### src/rtl/video_pkg.sv
// rtl/video_pkg.sv - shared types, default timing and timing helpers for the video sequencer
// Contents:
//   state_t        sequencer FSM state
//   DEF_*          default panel timing (800x480)
//   RGB_W          pixel data width
//   hsum/vsum      blanking lengths (porch + pulse + porch)
//   htot/vtot      total line length / frame height
package video_pkg;

    typedef enum logic [1:0] {
        IDLE      = 2'd0,
        WAIT_FILL = 2'd1,
        RUN       = 2'd2
    } state_t;

    localparam int RGB_W      = 24;

    localparam int DEF_HDISP  = 800;
    localparam int DEF_VDISP  = 480;
    localparam int DEF_HFP    = 40;
    localparam int DEF_HPULSE = 48;
    localparam int DEF_HBP    = 40;
    localparam int DEF_VFP    = 13;
    localparam int DEF_VPULSE = 3;
    localparam int DEF_VBP    = 29;

    function automatic int hsum(input int hfp, input int hpulse, input int hbp);
        return hfp + hpulse + hbp;
    endfunction

    function automatic int vsum(input int vfp, input int vpulse, input int vbp);
        return vfp + vpulse + vbp;
    endfunction

    function automatic int htot(input int hdisp, input int hfp, input int hpulse, input int hbp);
        return hsum(hfp, hpulse, hbp) + hdisp;
    endfunction

    function automatic int vtot(input int vdisp, input int vfp, input int vpulse, input int vbp);
        return vsum(vfp, vpulse, vbp) + vdisp;
    endfunction

endpackage

### src/rtl/video_if.sv
// rtl/video_if.sv - pixel FIFO read-side bundle between FIFO and video sequencer
// Signals:
//   fifo_wfull   FIFO full flag, write-clock domain (asynchronous to the reader)
//   fifo_rempty  FIFO empty flag, pixel_clk domain
//   fifo_rdata   show-ahead head-of-FIFO RGB data
//   fifo_read    pop strobe from the sequencer
// Modports: master = FIFO side, slave = sequencer side.
interface video_if;
    import video_pkg::*;

    logic             fifo_wfull;
    logic             fifo_rempty;
    logic [RGB_W-1:0] fifo_rdata;
    logic             fifo_read;

    modport master (
        output fifo_wfull,
        output fifo_rempty,
        output fifo_rdata,
        input  fifo_read
    );

    modport slave (
        input  fifo_wfull,
        input  fifo_rempty,
        input  fifo_rdata,
        output fifo_read
    );

endinterface

### src/rtl/sync2.sv
// rtl/sync2.sv - two-flop synchronizer for signals entering the local clock domain
// Ports:
//   clk  destination clock
//   rst  asynchronous active-high reset, clears both stages
//   d    asynchronous input
//   q    synchronized output (two clk cycles of latency)
module sync2 #(
    parameter int WIDTH = 1
) (
    input  logic             clk,
    input  logic             rst,
    input  logic [WIDTH-1:0] d,
    output logic [WIDTH-1:0] q
);

    logic [WIDTH-1:0] meta;

    always_ff @(posedge clk or posedge rst) begin
        if (rst) begin
            meta <= '0;
            q    <= '0;
        end else begin
            meta <= d;
            q    <= meta;
        end
    end

endmodule

### src/rtl/video_sequencer.sv
// rtl/video_sequencer.sv - raster timing generator that streams pixels from a show-ahead FIFO
// Ports:
//   pixel_clk, pixel_rst  pixel clock, asynchronous active-high reset
//   enable                request video; dropping it stops at the next frame wrap
//   fifo                  video_if.slave: wfull/rempty/rdata in, fifo_read out
//   hs, vs                active-low syncs (registered)
//   blank                 high on visible pixels (registered, aligned with rgb)
//   rgb                   pixel data, zero outside active area or on underflow
//   frame_start           one-cycle pulse at the start of each frame
//   busy                  sequencer not idle
//   underflow_cnt         saturating count of reads attempted on an empty FIFO
// A raster line is laid out as front porch, sync, back porch, then active pixels,
// so p/l counters start in blanking and the active window is the tail of each.
module video_sequencer
    import video_pkg::*;
#(
    parameter int HDISP  = DEF_HDISP,
    parameter int VDISP  = DEF_VDISP,
    parameter int HFP    = DEF_HFP,
    parameter int HPULSE = DEF_HPULSE,
    parameter int HBP    = DEF_HBP,
    parameter int VFP    = DEF_VFP,
    parameter int VPULSE = DEF_VPULSE,
    parameter int VBP    = DEF_VBP
) (
    input  logic             pixel_clk,
    input  logic             pixel_rst,
    input  logic             enable,
    video_if.slave           fifo,
    output logic             hs,
    output logic             vs,
    output logic             blank,
    output logic [RGB_W-1:0] rgb,
    output logic             frame_start,
    output logic             busy,
    output logic [7:0]       underflow_cnt
);

    localparam int HSUM = hsum(HFP, HPULSE, HBP);
    localparam int VSUM = vsum(VFP, VPULSE, VBP);
    localparam int HTOT = htot(HDISP, HFP, HPULSE, HBP);
    localparam int VTOT = vtot(VDISP, VFP, VPULSE, VBP);
    localparam int PW   = $clog2(HTOT);
    localparam int LW   = $clog2(VTOT);

    localparam logic [PW-1:0] P_LAST  = PW'(HTOT - 1);
    localparam logic [PW-1:0] P_ACT   = PW'(HSUM);
    localparam logic [PW-1:0] P_HS_LO = PW'(HFP);
    localparam logic [PW-1:0] P_HS_HI = PW'(HFP + HPULSE);
    localparam logic [LW-1:0] L_LAST  = LW'(VTOT - 1);
    localparam logic [LW-1:0] L_ACT   = LW'(VSUM);
    localparam logic [LW-1:0] L_VS_LO = LW'(VFP);
    localparam logic [LW-1:0] L_VS_HI = LW'(VFP + VPULSE);

    state_t        state;
    state_t        state_nxt;
    logic [PW-1:0] p;
    logic [LW-1:0] l;
    logic          wfull_s;
    logic          run;
    logic          act;
    logic          p_wrap;
    logic          frame_wrap;

    sync2 #(.WIDTH(1)) u_wfull_sync (
        .clk (pixel_clk),
        .rst (pixel_rst),
        .d   (fifo.fifo_wfull),
        .q   (wfull_s)
    );

    assign p_wrap     = (p == P_LAST);
    assign frame_wrap = p_wrap && (l == L_LAST);

    always_ff @(posedge pixel_clk or posedge pixel_rst) begin
        if (pixel_rst) begin
            state <= IDLE;
        end else begin
            state <= state_nxt;
        end
    end

    // Dropping enable while waiting for the fill abandons the start; once
    // running, only the frame wrap may return to IDLE so frames are never torn.
    always_comb begin
        state_nxt = state;
        case (state)
            IDLE:      if (enable) state_nxt = WAIT_FILL;
            WAIT_FILL: begin
                if (!enable)      state_nxt = IDLE;
                else if (wfull_s) state_nxt = RUN;
            end
            RUN:       if (frame_wrap && !enable) state_nxt = IDLE;
            default:   state_nxt = IDLE;
        endcase
    end

    always_comb begin
        run            = (state == RUN);
        act            = run && (p >= P_ACT) && (l >= L_ACT);
        busy           = (state != IDLE);
        fifo.fifo_read = act;
    end

    // Counters sit at zero outside RUN, which gives the clear-on-entry for free.
    always_ff @(posedge pixel_clk or posedge pixel_rst) begin
        if (pixel_rst) begin
            p <= '0;
            l <= '0;
        end else if (!run) begin
            p <= '0;
            l <= '0;
        end else if (p_wrap) begin
            p <= '0;
            l <= frame_wrap ? '0 : l + 1'b1;
        end else begin
            p <= p + 1'b1;
        end
    end

    // Registered outputs carry one cycle of latency so rgb lines up with blank;
    // underflows still pop and keep timing, the pixel is just forced to black.
    always_ff @(posedge pixel_clk or posedge pixel_rst) begin
        if (pixel_rst) begin
            hs            <= 1'b1;
            vs            <= 1'b1;
            blank         <= 1'b0;
            rgb           <= '0;
            frame_start   <= 1'b0;
            underflow_cnt <= '0;
        end else begin
            hs          <= !(run && (p >= P_HS_LO) && (p < P_HS_HI));
            vs          <= !(run && (l >= L_VS_LO) && (l < L_VS_HI));
            blank       <= act;
            rgb         <= (act && !fifo.fifo_rempty) ? fifo.fifo_rdata : '0;
            frame_start <= run && (p == '0) && (l == '0);
            if (act && fifo.fifo_rempty && (underflow_cnt != 8'hFF)) begin
                underflow_cnt <= underflow_cnt + 1'b1;
            end
        end
    end

endmodule

### src/flat_wrapper.sv
// flat-port wrapper written by rule: the top's interface ports become plain ports
module video_sequencer_flat import video_pkg::*;
#(
    parameter int HDISP  = DEF_HDISP,
    parameter int VDISP  = DEF_VDISP,
    parameter int HFP    = DEF_HFP,
    parameter int HPULSE = DEF_HPULSE,
    parameter int HBP    = DEF_HBP,
    parameter int VFP    = DEF_VFP,
    parameter int VPULSE = DEF_VPULSE,
    parameter int VBP    = DEF_VBP
)
  (pixel_clk, pixel_rst, enable, hs, vs, blank, rgb, frame_start, busy, underflow_cnt, fifo_fifo_wfull, fifo_fifo_rempty, fifo_fifo_rdata, fifo_fifo_read);
  video_if fifo_i ();
  input  logic pixel_clk;
  input  logic pixel_rst;
  input  logic enable;
  output logic hs;
  output logic vs;
  output logic blank;
  output logic [RGB_W-1:0] rgb;
  output logic frame_start;
  output logic busy;
  output logic [7:0] underflow_cnt;
  input wire logic [$bits(fifo_i.fifo_wfull)-1:0] fifo_fifo_wfull;
  input wire logic [$bits(fifo_i.fifo_rempty)-1:0] fifo_fifo_rempty;
  input wire logic [$bits(fifo_i.fifo_rdata)-1:0] fifo_fifo_rdata;
  output wire logic [$bits(fifo_i.fifo_read)-1:0] fifo_fifo_read;
  assign fifo_i.fifo_wfull = fifo_fifo_wfull;
  assign fifo_i.fifo_rempty = fifo_fifo_rempty;
  assign fifo_i.fifo_rdata = fifo_fifo_rdata;
  assign fifo_fifo_read = fifo_i.fifo_read;
  video_sequencer #(.HDISP(HDISP), .VDISP(VDISP), .HFP(HFP), .HPULSE(HPULSE), .HBP(HBP), .VFP(VFP), .VPULSE(VPULSE), .VBP(VBP)) u_core (.pixel_clk(pixel_clk), .pixel_rst(pixel_rst), .enable(enable), .fifo(fifo_i), .hs(hs), .vs(vs), .blank(blank), .rgb(rgb), .frame_start(frame_start), .busy(busy), .underflow_cnt(underflow_cnt));
endmodule
### config.mk
export PLATFORM = sky130hd
export DESIGN_NAME = video_sequencer_flat
export DESIGN_NICKNAME = d
export VERILOG_FILES = /design/src/rtl/video_pkg.sv /design/src/rtl/video_if.sv /design/src/rtl/sync2.sv /design/src/rtl/video_sequencer.sv /design/src/flat_wrapper.sv
export SDC_FILE = /design/constraint.sdc
export NUM_CORES = 1
export LEC_CHECK = 0
export BUFFER_PORTS_ARGS = -buffer_cell sky130_fd_sc_hd__buf_2
export CAP_MARGIN = 10
export CORE_ASPECT_RATIO = 2
export CORE_MARGIN = 1
export CORE_UTILIZATION = 49
export CTS_BUF_LIST = sky130_fd_sc_hd__clkbuf_4 sky130_fd_sc_hd__clkbuf_8
export CTS_CLUSTER_DIAMETER = 100
export DETAILED_ROUTE_END_ITERATION = 10
export GPL_ROUTABILITY_DRIVEN = 0
export PLACE_DENSITY_LB_ADDON = 0.25
export RECOVER_POWER = 50
export SLEW_MARGIN = 20
export SYNTH_ARGS = -nofsm -noshare
export SYNTH_HDL_FRONTEND = slang
export SYNTH_SLANG_ARGS = --single-unit
### constraint.sdc
create_clock -name pixel_clk -period 1.8 [get_ports pixel_clk]
set_input_delay 0.09 -clock pixel_clk [delete_from_list [all_inputs] [get_ports pixel_clk]]
set_output_delay 0.09 -clock pixel_clk [all_outputs]
set_load 0.05 [all_outputs]
# Yosys cells after proc, flatten, opt, wreduce, memory -nomap -nowiden
# Cells that the tools add are included.
[word_totals]
rom_bits = 0
word_cells = 62
ff_bits = 60
latchBits = 0
memories = 0
ram_bits = 0
[op_classes]
mul = 0
reduce_logical = 22
n_shift = 0
n_bitwise = 0
n_addsub = 3
n_eq_ne = 9
mux = 11
n_lt_le_gt_ge = 6
div_mod_pow = 0
[op_table]
columns = ["operator", "n"]
rows = [
  ["$mux 10", 5],
  ["$mux 24", 1],
  ["$add 10x1->10 const B", 2],
  ["$eq 10x10->1 const B", 2],
  ["$ge 10x6->1 const B", 2],
  ["$logic_not 10->1", 2],
  ["$logic_and 1x1->1", 13],
  ["$ge 10x4->1 const B", 1],
  ["$ge 10x8->1 const B", 1],
  ["$lt 10x5->1 const B", 1],
  ["$lt 10x7->1 const B", 1],
  ["$add 8x1->8 const B", 1],
  ["$mux 2", 4],
  ["$ne 8x8->1 const B", 1],
  ["$ne 2x2->1 const B", 3],
  ["$pmux 2 s3", 1],
  ["$logic_not 1->1", 4],
  ["$ne 3x3->1 const B", 1],
  ["$reduce_and 3->1", 1],
  ["$eq 2x1->1 const B", 1],
  ["$eq 2x2->1 const B", 1],
  ["$logic_not 2->1", 1],
  ["$reduce_bool 2->1", 1],
]

# Logic depth before layout (Yosys ltp)
# Gate-level depths: netlist (run 1).
[logic_depth]
ltp_word = 5
depth_mapped = 9
depth_no_buf = 7

# Modules after synthesis
# Synthesis (run 1) repeated with hierarchy kept, for this count alone.
[hier_totals]
hier_cells = 233
hier_area_um2 = 2575.0
[by_module_without_submodules]
columns = ["mod", "cells_per_inst", "n_inst", "area_each_um2", "seq_area_each_um2"]
rows = [
  ["video_sequencer", 230, 1, 2521.2, 1453.9],
  ["sync2", 3, 1, 53.8, 50.0],
]

# Least setup slack after synthesis (run 1)
# No wires, ideal clock.
[synth_timing]
path_type = "register to register"
from = "register u_core.underflow_cnt[0]"
to = "register u_core.underflow_cnt[1]"
arrival_time_ns = 1.931
t_required_ns = 1.675
path_slack_ns = -0.256
synth_period_minus_slack_ns = 2.056
path_buffers = 0
path_stages_with_launch = 6
setup_ns = 0.125
path_cell_list = "dfrtp_1 > ha_1 > nand4_1 > o21ai_1 > nor2_1 > mux2_2"
[synth_via]
elab_chain_cells = 2
elab_cells_between_ends = 3
classes_between = "add/sub: 1; eq/ne: 1; reduce/logical: 1"
[synth_lines]
columns = ["element", "line_no", "text"]
rows = [
  ["start, declared", "video_sequencer.sv:36", "output logic [7:0] underflow_cnt"],
  ["start signal, assigned", "video_sequencer.sv:138", "underflow_cnt <= underflow_cnt + 1'b1;"],
  ["parallel branches: the longest is 2 deep, another holds $add 8x1->8", "-", ""],
]
# Parallel ways; which one is timed is not known.
# A chain may end at the register's enable or synchronous reset.

# Final worst setup path (run 1)
[layout_timing]
from = "register u_core.l[0]"
to = "register u_core.rgb[13]"
[layout_via]
elab_chain_cells = 4
[layout_lines]
columns = ["element", "line_no", "text"]
rows = [
  ["start, declared", "video_sequencer.sv:58", "logic [LW-1:0] l;"],
  ["start signal, assigned", "video_sequencer.sv:115", "l <= frame_wrap ? '0 : l + 1'b1;"],
  ["$ge 10x6->1", "video_sequencer.sv:100", "act = run && (p >= P_ACT) && (l >= L_ACT);"],
  ["$logic_and 1x1->1", "video_sequencer.sv:100", ""],
  ["$logic_and 1x1->1", "video_sequencer.sv:135", "rgb <= (act && !fifo.fifo_rempty) ? fifo.fifo_rdata : '0;"],
  ["$mux 24", "video_sequencer.sv:135", ""],
  ["end signal, assigned", "video_sequencer.sv:135", ""],
  ["end, declared", "video_sequencer.sv:33", "output logic [RGB_W-1:0] rgb,"],
]
# No other way between the ends.

==> summary.txt, run 1 <==
CP Data Required Time: 2060 ps
Total of flip-flops plus latches after synthesis: 60
Status: finished, violations left
Setup slack, reg-to-reg: -190 ps
Startpoint of the worst hold path: fifo_fifo_rempty
Ratio of cells with drive above 1 in the final layout: 40.0%
CTS clock-pin slew for the worst setup and hold paths: 80 ps
Cell Area, Synth: 0.00257 sq mm
Largest cells by area after synthesis: sky130_fd_sc_hd__dfrtp_1 56%, sky130_fd_sc_hd__xor2_1 6.1%, sky130_fd_sc_hd__and2_1 6.1%, sky130_fd_sc_hd__ha_1 2.9%, sky130_fd_sc_hd__nor2_1 2.9%
Critical path fanouts, max: 24
Power Dens Cells: 747 mW/mm^2
I/O pin count: 67
Comb pwr share: 4.2%
Internal power: 2.26 mW
Worst Path Class, Setup: register to register
Max-cap violations: 0
Number of design rule violations left after detail routing: 0
Count of synthesis-stage warnings from yosys: 0
Global routing usage summed across all routing layers: 29.4%
Number of instances on the worst hold path: 4
Via count: 2266
Final Setup Violations: 30
Distinct cell type count after synthesis: 39
Post-route clock skew: 12.7 ps
Commonest cells after routing, fill and taps aside: 63 x sky130_fd_sc_hd__buf_2, 56 x sky130_fd_sc_hd__dfrtp_1, 30 x sky130_fd_sc_hd__buf_4, 27 x sky130_fd_sc_hd__dlygate4sd3_1, 24 x sky130_fd_sc_hd__and2_1
Clock network fraction of total power: 48.8%
Switching share of power: 21.2%
Vertical die dimension: 104 um
Count of TritonRoute iterations in the first routing pass: 5
Count of mapped cells out of synthesis: 226
Slew headroom: 38.7%
Layout net count: 395
Setup slack after layout: -191 ps
Shortest period the worst path allows: 1990 ps
Slowest stage cell, crit path: sky130_fd_sc_hd__dfrtp_1
CTS tree: done
Top cell type by total area after synthesis: sky130_fd_sc_hd__dfrtp_1
Terminus of the critical flop-to-flop path: u_core.rgb[13]$_DFF_PP0_
Flip-flop cell with the highest count after synthesis: sky130_fd_sc_hd__dfrtp_1
Count of final hold-check violations: 0
Area added between synthesis and finish: 49.3%
Logic depth of the worst register-to-register path: 10
Via count of the first global-routing pass: 2426
First-pass GRT wire length: 11.3 mm
Worst Path Arrival: 2250 ps
Start of the worst register-to-register path: u_core.l[0]$_DFFE_PP0P_
Cell area after placement: 0.00319 sq mm
Crit path max-delay family: buffers and inverters
Quantity of I/O buffers inserted on ports: 66
Share of synthesized flip-flops with an asynchronous set or reset: 100%
End point of the most critical hold path: u_core.rgb[21]$_DFF_PP0_
Buffer type at the clock tree root: sky130_fd_sc_hd__clkbuf_8
Bufs and invs on worst path: 5
Later-pin clock latency in the skew report: 350 ps
Clock buffer depth: 2
Net switching component of the power: 609 uW
Unrepaired setup endpoints after global routing: true
Highest Clock Rate: 0.502 GHz
Source of the critical timing path: u_core.l[0]$_DFFE_PP0P_
Antenna violations before repair: 0
Minimum setup slack after placement: -81.2 ps
Crit path capture type: register
Nets in the synthesized netlist: 261
Max Transition Viols Final: 0
Number of nets still failing antenna checks after routing: 0
DR iter-0 viols: 60
H-tree levels: 3
Die extent in x: 53.2 um
CORE AREA: 0.00509 sq mm
Proportion of netlist area held by the largest area contributor: 56.4%
Site Rows: 37
Post-layout total power: 2.87 mW
Average wire per cell in the routed design: 18.2 um
Final TNS setup: -2610 ps
Critical path, cell by cell: inv_1, ha_2, inv_2, o2111ai_2, a311o_1, buf_6, buf_4, nor2_4, buf_12, and2_1
VDD IR max: 885 uV
Pin count of the biggest net entering global routing: 38
Post-detailed-placement half-perimeter wirelength: 3.91 mm
Final Cycle Share: 111%
Number of buffers added by the clock tree synthesis step: 9
Worst hold-check path type: input pin to register
Ant. Diodes: 0
Fin area: 0.00384 sq mm
Violations in the final reports: setup timing
TritonCTS sink count: 60
Element type at the critical path start: register
WHS: 264 ps
Number of enable flip-flop cells after synthesis: 0
Share of synthesized area occupied by flip-flops and latches: 58.5%
CP peak stage delay: 390 ps
Via density per instance: 5.36
Sequential power share: 47.1%
DIE AREA: 0.00556 sq mm
Slew at the pin closest to its max-slew limit: 919 ps
Average instance area after synthesis: 11.4 sq um
Leftover overflow at the end of global routing: 0
Leading cell type in the layout, fill and taps excluded: sky130_fd_sc_hd__buf_2
P_leak: 2.01 nW
Overall routed net length: 7.71 mm
Starting Density: 50.5%
## synth_stat cells, types with 2 or more instances
library cell and number:
sky130_fd_sc_hd__clkbuf_2 2, sky130_fd_sc_hd__xnor2_1 5, sky130_fd_sc_hd__a21oi_1 2, sky130_fd_sc_hd__dfstp_2 2, sky130_fd_sc_hd__or2_2 2, sky130_fd_sc_hd__and3_1 2
sky130_fd_sc_hd__nand3_1 12, sky130_fd_sc_hd__inv_1 10, sky130_fd_sc_hd__nor2_2 4, sky130_fd_sc_hd__nand4_1 8, sky130_fd_sc_hd__dfrtp_1 58, sky130_fd_sc_hd__and2_1 25
sky130_fd_sc_hd__buf_6 2, sky130_fd_sc_hd__nor2_1 20, sky130_fd_sc_hd__xor2_1 18, sky130_fd_sc_hd__nor4_1 4, sky130_fd_sc_hd__nor3_1 7, sky130_fd_sc_hd__ha_1 6
sky130_fd_sc_hd__or3_1 2, sky130_fd_sc_hd__nand2_1 13, sky130_fd_sc_hd__o21ai_0 4
## metal layers
metal	share of wire, %	routed length [um]	vias up	global-route usage, %
li1	-	-	1018	-
met1	32	2440	1116	28.4
met2	58	4450	97	52.2
met3	4.8	371	35	9.36
met4	5.7	442	0	14.1
met5	0	0	-	0
## cells by family (layout without fill, tap and decap cells)
group	Yosys count	in the layout	synth area share, %
and+or+nand+nor	109	109	23.9
DFF	60	60	58.5
xor gates and xnor gates	23	23	7.83
buffers and inverters	16	155	3.21
AOI/OAI and AO/OA	11	11	3.21
adders and majority gates	6	6	2.92
muxes	1	1	0.438
## worst reg2reg max path: cells and delay by family, from the launching register on
family / cells / cell delay, ps
DFF: 1 / 390
buffers and inverters: 5 / 580
and+or+nand+nor: 2 / 320
adders and majority gates: 1 / 180
AOI/OAI and AO/OA: 2 / 450
## power groups by stage
stage | sequential [mW] | clock [mW] | combinational (mW)
2_1_floorplan | 1.38 | 0 | 0.0242
3_3_place_gp | 1.38 | 0 | 0.0665
3_5_place_dp | 1.38 | 0 | 0.0673
4_1_cts | 1.35 | 1.38 | 0.114
5_1_grt | 1.35 | 1.50 | 0.128
6_report | 1.35 | 1.40 | 0.119
## stage by stage
step | utilization (%) | cells
after floorplan | - | 226
after global placement | 62.6 | 371
after detailed placement | 62.6 | 371
after CTS | 74.2 | 418
after global routing | 75.4 | 423
final | 75.4 | 423
## flip-flops by register name, summed over array words and instances (netlist names)
register and cells:
u_core.blank 1, u_core.state 2, u_core.hs 1, u_core.l 10, u_core.p 10, u_core.underflow_cnt 8, u_core.vs 1, u_core.u_wfull_sync.q 1
u_core.rgb 24, u_core.frame_start 1, u_core.u_wfull_sync.meta 1
## area by class of cell
| cell class | instances | area, sq um |
|---|---|---|
| Multi-Input combinational cell | 150 | 1080 |
| Inverter | 10 | 40.0 |
| Clock inverter | 4 | 72.6 |
| Clock buffer | 12 | 153 |
| Timing Repair Buffer | 129 | 918 |
| Fill cell | 320 | 1250 |
| Sequential cell | 60 | 1510 |
| Tap cell | 58 | 72.6 |
## what timing repair did
action	4_1_cts	5_1_grt
setup endpoints to repair	14	37
pin swaps	6	7
hold buffers	27	0
resized for setup	15	8
buffers inserted	4	5
hold endpoints to repair	50	0
## worst max-delay path by stage
stage | to | depth (start not counted)
after global routing | u_core.rgb[13]$_DFF_PP0_ | 10
after CTS | fifo_fifo_read | 8
final | u_core.rgb[13]$_DFF_PP0_ | 10
after global placement | u_core.underflow_cnt[1]$_DFFE_PP0P_ | 8
after floorplan | u_core.underflow_cnt[1]$_DFFE_PP0P_ | 8
after detailed placement | u_core.underflow_cnt[1]$_DFFE_PP0P_ | 8
Power figures use the tool's default switching activity.
==> run 2, diff against run 1 <==
- CTS_BUF_LIST: sky130_fd_sc_hd__clkbuf_4 sky130_fd_sc_hd__clkbuf_8 -> sky130_fd_sc_hd__clkbuf_8
==> summary.txt, run 2 (same netlist as run 1, synthesis figures left out) <==
Via count of the first global-routing pass: 2381 (-1.9%)
Source of the critical timing path: u_core.l[0]$_DFFE_PP0P_
Power Dens Cells: 733 mW/mm^2 (-1.9%)
CORE AREA: 0.00509 sq mm (unchanged)
Slew headroom: 39.6% (+0.92 points)
Number of buffers added by the clock tree synthesis step: 9 (unchanged)
Starting Density: 50.5% (unchanged)
CP Data Required Time: 2020 ps (-40 ps)
Site Rows: 37 (unchanged)
Setup slack after layout: -123 ps (+68.6 ps)
Slowest stage cell, crit path: sky130_fd_sc_hd__dfrtp_1
Die extent in x: 53.2 um (unchanged)
VDD IR max: 823 uV (-7.0%)
Average wire per cell in the routed design: 16.3 um (-11%)
Bufs and invs on worst path: 4 (-1)
Unrepaired setup endpoints after global routing: true
Terminus of the critical flop-to-flop path: u_core.underflow_cnt[1]$_DFFE_PP0P_
Number of nets still failing antenna checks after routing: 0 (unchanged)
Top Registers: u_core.rgb (24), u_core.l (10), u_core.p (10)
Vertical die dimension: 104 um (unchanged)
# fillers: 344 (+7.5%)
First-pass GRT wire length: 10.9 mm (-3.6%)
Layout net count: 395 (unchanged)
CP peak stage delay: 390 ps (about the same)
TritonCTS sink count: 60 (unchanged)
DIE AREA: 0.00556 sq mm (unchanged)
Post-detailed-placement half-perimeter wirelength: 3.91 mm (unchanged)
H-tree levels: 3 (unchanged)
Cell total after placement: 371 (unchanged)
Status: finished, violations left
Global routing usage summed across all routing layers: 28.1% (-1.3 points)
Number of flip-flops under the largest register name: 24 (unchanged)
Via density per instance: 5.22 (-2.5%)
Max-cap violations: 0 (unchanged)
Area added between synthesis and finish: 48.6%
Worst hold-check path type: input pin to register
Ant. Diodes: 0 (unchanged)
Setup slack, reg-to-reg: -120 ps (+70 ps)
Ratio of cells with drive above 1 in the final layout: 38.6% (-1.4 points)
Count of final hold-check violations: 0 (unchanged)
Clock buffer depth: 2 (unchanged)
Overall routed net length: 6.89 mm (-11%)
Post-route clock skew: 6.02 ps (-6.70 ps)
Final Cycle Share: 107% (-3.8 points)
Buffer type at the clock tree root: sky130_fd_sc_hd__clkbuf_8
Reg with most FFs: u_core.rgb
P_leak: 2.00 nW (-0.72%)
Startpoint of the worst hold path: fifo_fifo_rempty
Later-pin clock latency in the skew report: 340 ps (about the same)
Pin count of the biggest net entering global routing: 38 (unchanged)
Violations in the final reports: setup timing
Worst Path Class, Setup: register to register
Crit path capture type: register
Number of instances on the worst hold path: 4 (unchanged)
Max Transition Viols Final: 0 (unchanged)
Final TNS setup: -1670 ps (+946 ps)
Worst Path Arrival: 2150 ps (-100 ps)
CTS clock-pin slew for the worst setup and hold paths: 70 ps (about the same)
Leading cell type in the layout, fill and taps excluded: sky130_fd_sc_hd__buf_2
Slew at the pin closest to its max-slew limit: 905 ps (-13.8 ps)
Logic depth of the worst register-to-register path: 9 (-1)
Shortest period the worst path allows: 1920 ps (-68.6 ps)
I/O pin count: 67 (unchanged)
Quantity of I/O buffers inserted on ports: 66 (unchanged)
Count of TritonRoute iterations in the first routing pass: 4 (-1)
Leftover overflow at the end of global routing: 0 (unchanged)
Commonest cells after routing, fill and taps aside: 62 x sky130_fd_sc_hd__buf_2, 56 x sky130_fd_sc_hd__dfrtp_1, 30 x sky130_fd_sc_hd__buf_4, 27 x sky130_fd_sc_hd__dlygate4sd3_1, 25 x sky130_fd_sc_hd__and2_1
Critical path, cell by cell: inv_1, ha_2, inv_2, o2111ai_2, a311o_1, buf_6, buf_12, nor2_4, mux2_4
Antenna violations before repair: 0 (unchanged)
Final Setup Violations: 32 (+6.7%)
CTS tree: done
Number of design rule violations left after detail routing: 0 (unchanged)
Highest Clock Rate: 0.520 GHz (+3.6%)
Element type at the critical path start: register
Start of the worst register-to-register path: u_core.l[0]$_DFFE_PP0P_
Critical path fanouts, max: 4 (-83%)
Count of non-filler cells in the finished layout: 423 (unchanged)
DR iter-0 viols: 40 (-33%)
Crit path max-delay family: compound AO/OA/AOI/OAI gates
Via count: 2210 (-2.5%)
End point of the most critical hold path: u_core.rgb[1]$_DFF_PP0_
run 2: final cells by class:
class | count | area, sq um | area share, %
tap | 58 | 72.6 | 1.90
clock buffer | 10 | 138 | 3.60
timing repair buffer | 129 | 926 | 24.2
clock inverter | 6 | 80.1 | 2.10
multi-input combinational | 150 | 1060 | 27.7
sequential | 60 | 1510 | 39.4
inverter | 10 | 40.0 | 1.05
run 2: worst max-delay path by stage:
stage	cells past startpoint	to
finish	9	u_core.underflow_cnt[1]$_DFFE_PP0P_
global route	9	u_core.underflow_cnt[1]$_DFFE_PP0P_
CTS	9	u_core.underflow_cnt[1]$_DFFE_PP0P_
floorplan	8	u_core.underflow_cnt[1]$_DFFE_PP0P_
global placement	8	u_core.underflow_cnt[1]$_DFFE_PP0P_
detailed placement	8	u_core.underflow_cnt[1]$_DFFE_PP0P_
run 2: timing repair:
| action | in CTS | in global routing |
|---|---|---|
| gates resized for setup | 9 | 9 |
| pin swaps | 4 | 5 |
| cloned | 0 | 0 |
| endpoints found under the hold margin | 50 | 0 |
| buffers inserted | 4 | 5 |
| hold buffers | 27 | 0 |
| endpoints found under the setup margin | 13 | 37 |
run 2: where the power goes:
part           switching (mW)  internal (mW)
clock network           0.531          0.805
registers            0.000640           1.35
logic                  0.0511         0.0634
run 2: layer usage:
layer	global-route usage [%]	vias to the layer above	routed length, um
met5	0	-	0
met2	49.2	85	3910
met3	8.63	25	374
met1	27.9	1084	2360
li1	-	1016	-
met4	13.7	0	243
run 2: through the flow:
step           area [sq um]  util (%)  hold slack (ps)  power, mW  setup WS [ps]
2_1_floorplan          2590         -              121       1.40          -24.2
3_3_place_gp           3190      62.6              152       1.44          -33.3
3_5_place_dp           3190      62.6              153       1.44          -81.2
4_1_cts                3740      73.5              245       2.81           -107
5_1_grt                3820      75.0              249       2.90           -194
6_report               3820      75.0              250       2.80           -123
run 2: worst register-to-register path, delay by kind of cell, from the launching register on:
family          cells  cell delay (ps)
compound gates      2              440
mux                 1              300
fa+ha+maj           1              180
buf+inv             4              390
flops               1              390
simple gates        1              100
==> run 3, diff against run 2 <==
- CORE_UTILIZATION: 49 -> 36
==> summary.txt, run 3 (same netlist as run 1, synthesis figures left out) <==
Status: finished, violations left
Violations in the final reports: setup timing
Buffer type at the clock tree root: sky130_fd_sc_hd__clkbuf_8
Post-detailed-placement half-perimeter wirelength: 4.21 mm (+7.9%)
Later-pin clock latency in the skew report: 340 ps (about the same)
TritonCTS sink count: 60 (unchanged)
Slew headroom: 52.7% (+13 points)
Layout net count: 405 (+2.5%)
Comb pwr share: 4.0% (about the same)
Count of TritonRoute iterations in the first routing pass: 4 (unchanged)
Final Setup Violations: 15 (-53%)
Ant. Diodes: 0 (unchanged)
CP Data Required Time: 1710 ps (-310 ps)
Post-route clock skew: 7.02 ps (+1.01 ps)
Critical path fanouts, max: 8 (+4)
Vertical die dimension: 122 um (+16%)
Power Dens Cells: 698 mW/mm^2 (-4.8%)
Leftover overflow at the end of global routing: 0 (unchanged)
Critical path, cell by cell: inv_2, ha_4, inv_4, o2111ai_2, a311o_1, buf_12, inv_6, buf_8
Clock network fraction of total power: 47.4% (-0.3 points)
Global routing usage summed across all routing layers: 18.9% (-9.1 points)
Clock buffer depth: 2 (unchanged)
Number of buffers added by the clock tree synthesis step: 9 (unchanged)
Pin count of the biggest net entering global routing: 30 (-21%)
Count of non-filler cells in the finished layout: 465 (+9.9%)
H-tree levels: 3 (unchanged)
Average wire per cell in the routed design: 13.9 um (-14%)
Area added between synthesis and finish: 55.1%
Antenna violations before repair: 0 (unchanged)
Commonest cells after routing, fill and taps aside: 66 x sky130_fd_sc_hd__buf_2, 56 x sky130_fd_sc_hd__dfrtp_1, 37 x sky130_fd_sc_hd__buf_4, 27 x sky130_fd_sc_hd__dlygate4sd3_1, 23 x sky130_fd_sc_hd__and2_1
I/O pin count: 67 (unchanged)
Overall routed net length: 6.48 mm (-5.9%)
Top Registers: u_core.rgb (24), u_core.l (10), u_core.p (10)
Via count of the first global-routing pass: 2256 (-5.2%)
CTS tree: done
Final core area utilization: 57.5% (-18 points)
Shortest period the worst path allows: 1890 ps (-30.2 ps)
Number of design rule violations left after detail routing: 0 (unchanged)
DIE AREA: 0.00750 sq mm (+35%)
DR iter-0 viols: 56 (+40%)
Switching share of power: 20.4% (-0.45 points)
Post-layout total power: 2.79 mW (-0.59%)
Slew at the pin closest to its max-slew limit: 709 ps (-196 ps)
Via density per instance: 4.68 (-10%)
Slowest stage cell, crit path: sky130_fd_sc_hd__dfrtp_1
Final Cycle Share: 105% (-1.7 points)
Number of nets still failing antenna checks after routing: 0 (unchanged)
Max Transition Viols Final: 0 (unchanged)
Cell total after placement: 407 (+9.7%)
Ratio of cells with drive above 1 in the final layout: 42.1% (+3.5 points)
Count of final hold-check violations: 0 (unchanged)
Via count: 2178 (-1.4%)
CTS clock-pin slew for the worst setup and hold paths: 70 ps (about the same)
Worst Path Arrival: 1800 ps (-350 ps)
Element type at the critical path start: register
Sequential power share: 48.5% (+0.3 points)
CP peak stage delay: 390 ps (about the same)
Crit path capture type: output pin
Setup slack after layout: -92.4 ps (+30.2 ps)
Max-cap violations: 0 (unchanged)
P_leak: 2.07 nW (+3.7%)
Reg with most FFs: u_core.rgb
First-pass GRT wire length: 10.2 mm (-7.0%)
Unrepaired setup endpoints after global routing: true
Leading cell type in the layout, fill and taps excluded: sky130_fd_sc_hd__buf_2
Worst Path Class, Setup: register to output pin
CORE AREA: 0.00694 sq mm (+36%)
Highest Clock Rate: 0.528 GHz (+1.6%)
Starting Density: 37.0% (-13 points)
Number of flip-flops under the largest register name: 24 (unchanged)
Site Rows: 43 (+16%)
Quantity of I/O buffers inserted on ports: 66 (unchanged)
Die extent in x: 61.8 um (+16%)
Internal power: 2.22 mW (about the same)
Net switching component of the power: 567 uW (-2.7%)
VDD IR max: 710 uV (-14%)
Worst hold-check path type: input pin to register
==> run 3: cell types whose count changed in the layout (fill, tap and decap cells not counted), moves of 3 or more <==
cell and delta:
sky130_fd_sc_hd__buf_4 +7, sky130_fd_sc_hd__buf_2 +4, sky130_fd_sc_hd__clkbuf_1 -3, sky130_fd_sc_hd__nor4_2 +3
==> run 3: layout make-up <==
cell class / count / area [sq um]
tap: 90 / 113
clock buffer: 10 / 138
fill: 601 / 2950
timing repair buffer: 138 / 1010
clock inverter: 6 / 80.1
sequential: 60 / 1510
multi-input combinational: 151 / 1100
inverter: 10 / 45.0
==> run 3: worst paths after layout <==
check,startpoint,end,slack [ps],cells past startpoint
min in group asynchronous,pixel_rst,u_core.rgb[13]$_DFF_PP0_,410,3
max in group asynchronous,pixel_rst,u_core.underflow_cnt[0]$_DFFE_PP0P_,260,4
min reg2reg,u_core.u_wfull_sync.meta$_DFF_PP0_,u_core.u_wfull_sync.q$_DFF_PP0_,370,0
max,u_core.l[1]$_DFFE_PP0P_,fifo_fifo_read,-90,8
min,fifo_fifo_rempty,u_core.rgb[19]$_DFF_PP0_,190,3
max reg2reg,u_core.l[1]$_DFFE_PP0P_,u_core.rgb[18]$_DFF_PP0_,-80,10
==> run 3: worst max-delay path, delay by kind of cell, from the launching register on <==
family,cells,cell delay (ps)
fa+ha+maj,1,170
compound gates,2,420
buf+inv,5,480
flops,1,390
==> run 3: metrics by stage <==
step                      setup TNS, ps  hold slack [ps]  area [sq um]  worst slack [ps]
after detailed placement          -3980              116          3260              -165
after floorplan                   -24.2              121          2590             -24.2
after global routing              -3790              209          3990              -180
final                              -830              188          3990             -92.4
after global placement            -2890              112          3260              -113
after CTS                         -1450              147          3870             -95.9
==> run 3: what timing repair did <==
| action | CTS | global route |
|---|---|---|
| resized for setup | 17 | 11 |
| hold buffers | 27 | 0 |
| setup buffers | 6 | 7 |
| endpoints found under the setup margin | 33 | 39 |
| gates cloned | 0 | 2 |
| endpoints found under the hold margin | 44 | 0 |
| pin swaps | 21 | 13 |
==> run 3: metal layers <==
layer,up-vias,global-route usage (%),part of all wire [%]
li1,1043,-,-
met1,1082,19.7,36
met2,38,33.1,58
met3,15,4.37,2.3
met4,0,10.4,2.9
met5,-,0,0
==> run 3: power groups by stage <==
stage | logic, mW | registers (mW) | clock network (mW)
2_1_floorplan | 0.0242 | 1.38 | 0
3_3_place_gp | 0.0696 | 1.38 | 0
3_5_place_dp | 0.0712 | 1.38 | 0
4_1_cts | 0.117 | 1.35 | 1.36
5_1_grt | 0.125 | 1.35 | 1.41
6_report | 0.112 | 1.35 | 1.32
